--- src/rtl/decoder_pkg.sv ---
// Shared types and constants for the 3-to-8 decoder and its decode cores.
package decoder_pkg;

  localparam int SEL_W = 3;
  localparam int OUT_W = 8;

  typedef logic [SEL_W-1:0] sel_t;
  typedef logic [OUT_W-1:0] onehot_t;

  localparam onehot_t ONEHOT_NONE = 8'h00;

  // Coding style used by a decode core instance.
  typedef enum logic [1:0] {
    STYLE_BOOL  = 2'd0,
    STYLE_COND  = 2'd1,
    STYLE_SHIFT = 2'd2
  } decode_style_e;

endpackage : decoder_pkg

--- src/rtl/decoder_3to8_core.sv ---
// Combinational 3-to-8 decode; the coding style is picked at elaboration time.
// All styles implement q[i] = en & (s == i).
module decoder_3to8_core
  import decoder_pkg::*;
#(
  parameter decode_style_e STYLE = STYLE_BOOL
) (
  input  logic    en,
  input  sel_t    s,
  output onehot_t q
);

  if (STYLE == STYLE_BOOL) begin : g_bool
    // Each output is one minterm of s, gated by en.
    assign q[0] = en & ~s[2] & ~s[1] & ~s[0];
    assign q[1] = en & ~s[2] & ~s[1] &  s[0];
    assign q[2] = en & ~s[2] &  s[1] & ~s[0];
    assign q[3] = en & ~s[2] &  s[1] &  s[0];
    assign q[4] = en &  s[2] & ~s[1] & ~s[0];
    assign q[5] = en &  s[2] & ~s[1] &  s[0];
    assign q[6] = en &  s[2] &  s[1] & ~s[0];
    assign q[7] = en &  s[2] &  s[1] &  s[0];
  end else if (STYLE == STYLE_COND) begin : g_cond
    // Priority chain of ?: selecting the one-hot constant.
    assign q = !en        ? ONEHOT_NONE :
               (s == 3'd0) ? 8'h01 :
               (s == 3'd1) ? 8'h02 :
               (s == 3'd2) ? 8'h04 :
               (s == 3'd3) ? 8'h08 :
               (s == 3'd4) ? 8'h10 :
               (s == 3'd5) ? 8'h20 :
               (s == 3'd6) ? 8'h40 :
                             8'h80;
  end else begin : g_shift
    // An 8-bit operand shifted by at most 7 never loses its set bit.
    assign q = (en ? onehot_t'(8'h01) : ONEHOT_NONE) << s;
  end

endmodule : decoder_3to8_core

--- src/rtl/decoder_3to8.sv ---
// Registered 3-to-8 decoder: three independently coded decode paths run in
// parallel, all registered on one edge, with a flag exposing any divergence.
module decoder_3to8
  import decoder_pkg::*;
(
  input  logic    clk,
  input  logic    rst,
  input  logic    en,
  input  sel_t    s,
  output onehot_t q_bool,
  output onehot_t q_cond,
  output onehot_t q_shift,
  output logic    mismatch
);

  onehot_t dec_bool_p0;
  onehot_t dec_cond_p0;
  onehot_t dec_shift_p0;
  logic    mismatch_p0;

  onehot_t q_bool_p1;
  onehot_t q_cond_p1;
  onehot_t q_shift_p1;
  logic    mismatch_p1;

  decoder_3to8_core #(.STYLE(STYLE_BOOL)) u_core_bool (
    .en (en),
    .s  (s),
    .q  (dec_bool_p0)
  );

  decoder_3to8_core #(.STYLE(STYLE_COND)) u_core_cond (
    .en (en),
    .s  (s),
    .q  (dec_cond_p0)
  );

  decoder_3to8_core #(.STYLE(STYLE_SHIFT)) u_core_shift (
    .en (en),
    .s  (s),
    .q  (dec_shift_p0)
  );

  assign mismatch_p0 = (dec_bool_p0 != dec_cond_p0) | (dec_bool_p0 != dec_shift_p0);

  // Stage p0 -> p1: register all decode results and the comparison together.
  always_ff @(posedge clk) begin
    if (rst) begin
      q_bool_p1   <= ONEHOT_NONE;
      q_cond_p1   <= ONEHOT_NONE;
      q_shift_p1  <= ONEHOT_NONE;
      mismatch_p1 <= 1'b0;
    end else begin
      q_bool_p1   <= dec_bool_p0;
      q_cond_p1   <= dec_cond_p0;
      q_shift_p1  <= dec_shift_p0;
      mismatch_p1 <= mismatch_p0;
    end
  end

  assign q_bool   = q_bool_p1;
  assign q_cond   = q_cond_p1;
  assign q_shift  = q_shift_p1;
  assign mismatch = mismatch_p1;

endmodule : decoder_3to8

--- config.mk ---
export PLATFORM = sky130hd
export DESIGN_NAME = decoder_3to8
export DESIGN_NICKNAME = d
export VERILOG_FILES = /design/src/rtl/decoder_pkg.sv /design/src/rtl/decoder_3to8_core.sv /design/src/rtl/decoder_3to8.sv
export SDC_FILE = /design/constraint.sdc
export NUM_CORES = 1
export LEC_CHECK = 0
export ABC_AREA = 1
export BUFFER_PORTS_ARGS = -buffer_cell sky130_fd_sc_hd__buf_4
export CORE_MARGIN = 2
export CORE_UTILIZATION = 38
export CTS_CLUSTER_SIZE = 20
export DETAILED_ROUTE_END_ITERATION = 8
export GPL_ROUTABILITY_DRIVEN = 0
export MAX_ROUTING_LAYER = met4
export PLACE_DENSITY = 0.68
export RECOVER_POWER = 100
export SLEW_MARGIN = 40
export SYNTH_ARGS = -nofsm -noshare
export SYNTH_HDL_FRONTEND = slang
export SYNTH_SLANG_ARGS = --single-unit
--- constraint.sdc ---
create_clock -name clk -period 0.85 [get_ports clk]
set_input_delay 0.0425 -clock clk [delete_from_list [all_inputs] [get_ports clk]]
set_output_delay 0.0425 -clock clk [all_outputs]
set_load 0.005 [all_outputs]
After elaboration in Yosys (flattened, before gate mapping). Cells that the tools add are included.

Register bits after elaboration: 25. Bits of input ports: 6. Output and inout bits: 25. Logic and storage cells: 41.

Eq/ne operators: 8. Shifts and indexed selects: 1. Mux-type cells: 9. Bitwise gates (word level): 18. Reduce and logical (&&, ||, !) cells: 1.

Operators by type and width (number): $mux W8 (8); $ne A8 B8 Y1 (2); $and A1 B1 Y1 (14); $eq A3 B3 Y1 const B (3); $shl A8 B3 Y8 (1); $eq A3 B2 Y1 const B (2); $eq A3 B1 Y1 const B (1); $logic_not A3 Y1 (1); $not A1 Y1 (3); $mux W1 (1); $or A1 B1 Y1 (1).

Logic depth before layout (Yosys ltp).
Depth in word-level cells: 11. Depth in mapped cells: 3. Depth with buffers taken out: 3.

Modules after synthesis. From an unflattened synthesis, not the netlist that was laid out.

Cells, all modules: 184. Area total of the unflattened synthesis: 1117.3 um^2.

Modules (own cells, without submodules): decoder_3to8 (times used 1, cells each 137, area each 930.9 um^2, sequential area each 500.5 um^2); decoder_3to8_core at u_core_bool ... (times used 2, cells each 15, area each 61.3 um^2, sequential area each 0.0 um^2); decoder_3to8_core at u_core_cond (times used 1, cells each 17, area each 63.8 um^2, sequential area each 0.0 um^2).

Least setup slack after synthesis. OpenSTA, ideal clock, no wires.

Path type: input to register. Start: input s[0]. End: register q_bool_p1[2], in the netlist q_bool[2]. Library setup time: 0.065 ns. Arrival time: 0.357 ns. Required time: 0.785 ns. Slack: 0.427 ns. Cell stages on the path: 3. Path buffers: 0. Cell sequence: nor2_1 nand2_1 nor2_1.

Word-level cells in the longest chain between the ends: 2.

Ends and longest elaborated chain: start: declaration (RTL line decoder_3to8.sv:9) `input sel_t s,`; $not A1 Y1 (RTL line decoder_3to8_core.sv:17) `assign q[2] = en & ~s[2] & s[1] & ~s[0];`; $and A1 B1 Y1 (RTL line decoder_3to8_core.sv:17); end signal: assignment (RTL line decoder_3to8.sv:54) `q_bool_p1 <= dec_bool_p0;`; end: declaration (RTL line decoder_3to8.sv:21) `onehot_t q_bool_p1;`.

Every way passes these cells. A chain may end at the register's enable or synchronous reset.

Worst setup path in the final report.
Start: register q_bool_p1[2], in the netlist q_bool[2]. End: output q_bool[2].

RTL lines: end: declaration (RTL line decoder_3to8.sv:10) `output onehot_t q_bool,`.

No word-level cell between the ends.

==> flow_summary_export.csv <==
group,metric,value,unit
synth,yosysWarnings,0,
sta,setup_viol,0,
clocking,cts_made_buffers,3,
synth,yosysSeqAreaShare,0.7782,
global_routing,grt_pass1_vias,400,
synth,synth_xor_area_frac,0,
worst_hold_path,hp-class,"primary input to flop",
pwr,vdd_ir_drop_max,0.001055,V
worst_setup_path,cp-start-kind,"flop",
synth,yosys.area.top_type,"dfxtp_1",
cells_and_area,final_net_count,103,
sta,max_freq,1234,MHz
placed_design,dpl.hpwl,841,µm
cells_and_area,multi_input_area,127.6,µm²
die,fp.dieW,45.14,µm
cells_and_area,diodes,0,
sta,fin_ws,0.03974,ns
worst_setup_path,max_stage_delay,0.34,ns
drt,vias,468,
synth,synth_nets,68,
cells_and_area,finalInstanceArea,908.4,µm²
synth,synth-edff-count,0,
synth,synthDistinctLibCells,6,
worst_setup_path,worstSetupEndpointType,"output port",
synth,syn_area_per_cell,10.37,µm²
die,rows,14,
cells_and_area,area_growth,41.25,%
clocking,ctsHoldBuffers,0,
global_routing,grtUsageTotal,0.1236,
global_routing,grt_pass1_wl,1697,µm
drt,viasPerCell,4.179,
synth,synth_top_family_by_area,"simple AND/OR/NAND/NOR gates",
clocking,cts.sinks,25,
worst_setup_path,crit_buf_inv,1,
clocking,cts_tree,"built",
drt,ant_nets,0,
die,core,1541,µm²
sta,fin_crit_sh,0.9532,
status,status,"finished, final reports clean",
pwr,powerDensity,1959,nW/µm²
sta,rsz0062_at_grt,"no",
synth,netlist_instances,62,
sta,post-route-min-period,0.8103,ns
drt,routed_wl,1044,µm
cells_and_area,regArea,503.0,µm²
sta,slew_violations,0,
die,start_util,0.4172,
cells_and_area,final_layout_size_suffix_gt1_frac,0.3542,
die,die_y,45.14,µm
drt,drt-pass1-iter-count,2,
placed_design,portBuffers,30,
pwr,leakagePower,0.4311,nW
clocking,post_cts_resized,0,
synth,netlist_area,643.1,µm²
cells_and_area,fillers,149,
worst_setup_path,cp_slowest_cell,"dfxtp_2",
placed_design,postPlaceCellArea,888.4,µm²
synth,muxShareOfSynthArea,0,
global_routing,grt_max_degree,15,
global_routing,antenna_found_initial,0,
synth,synth_top_area_frac,0.7782,
placed_design,dpl_worst_slack,0.2231,ns
drt,wl_per_cell,9.321,µm
worst_setup_path,critPathTopFamily,"flip-flops",
global_routing,grt_overflow_total,0,
synth,synth_fa_ha_area_frac,0,
synth,synth-compound-area-share,0,
clocking,post_cts_buffers,0,
clocking,clk_pin_slew,0.12,ns
flow_run,drv_cap,0,
clocking,root_buffer,"clkbuf_4",
synth,synth-seq-cells,25,
worst_setup_path,cp_max_fo,1,
synth,synthTopCellsByCount,"dfxtp_1 (25), nor2_1 (25), inv_1 (4), nand2_1 (4), nand3_1 (3)",
sta,setup_tns,0,ns
clocking,h-tree-depth,1,
drt,drcViolationCount,0,
drt,drt_iter0_markers,1,
die,design.die.area,2038,µm²
synth,synth-simple-area-share,0.1926,
sta,whs,0.07776,ns
synth,synthTopCellsByArea,"dfxtp_1 (78%), nor2_1 (15%), nand3_1 (2.3%), inv_1 (2.3%), nand2_1 (2.3%)",
synth,synthFlopType,"dfxtp_1",
worst_setup_path,critical_path_required,0.81,ns
die,io_pins,31,
worst_setup_path,critPathArrivalTime,0.77,ns
worst_setup_path,worst-setup-path-type,"flop to output port",
clocking,cts_max_path_buffers,2,
worst_setup_path,cp_cell_sequence,"buf_4",
synth,async_flop_share,0,
sta,hold_viol_final,0,
==> report_power, final <==
group | switching, mW | internal, mW
logic | 0.0526 | 0.0429
clock network | 0.311 | 0.175
registers | 0.00535 | 1.19
total | 0.369 | 1.41
==> placed cells by master, fill, tap and decap left out <==
cell type / Yosys / layout
clkbuf_1: 0 / 2
inv_1: 4 / 4
clkbuf_4: 0 / 21
buf_4: 0 / 9
clkbuf_2: 0 / 1
nand2_1: 4 / 4
nand3_1: 3 / 3
nor2_1: 25 / 25
conb_1: 1 / 1
clkinv_2: 0 / 1
dfxtp_1: 25 / 23
dfxtp_2: 0 / 2
==> final cells by class <==
type	instances	area share
multi-input combinational	33	0.1405
sequential	25	0.5537
clock inverter	1	0.005510
timing repair buffer	30	0.2369
tap	16	0.02204
clock buffer	3	0.02479
inverter	4	0.01653
==> kinds of logic (layout without fill, tap and decap cells) <==
kind of cell / count (synthesis) / after routing
buffers and inverters: 4 / 38
DFF: 25 / 25
other: 1 / 1
and+or+nand+nor: 32 / 32
==> worst paths after layout <==
path / cells after the start / to / from / slack, ns
hold / removal: 3 / q_bool[2]$_SDFF_PP0_ / s[1] / 0.08
setup / recovery: 1 / q_bool[2] / q_bool[2]$_SDFF_PP0_ / 0.04
==> tightest hold or removal path, cell delays in order <==
cell      delay [ns]
clkbuf_1        0.10
nand2_1         0.16
nor2_1          0.06
==> sequential cells by signal, summed over array words and instances (netlist names) <==
name      flops
q_shift       8
q_bool        8
mismatch      1
q_cond        8
==> through the flow <==
step	total power, mW	utilization	instances
6_report	1.780	0.5893	112
5_1_grt	1.864	0.5893	112
4_1_cts	1.816	0.5942	112
3_5_place_dp	1.328	0.5763	108
3_3_place_gp	1.325	0.5763	108
2_1_floorplan	1.264	-	62
==> per-layer routing <==
metal  track usage  wire length [µm]
met5             -                 0
met4       0.08824                 9
met3       0.03600               121
met2        0.1571               432
met1        0.1646               480
Power figures use the tool's default switching activity.
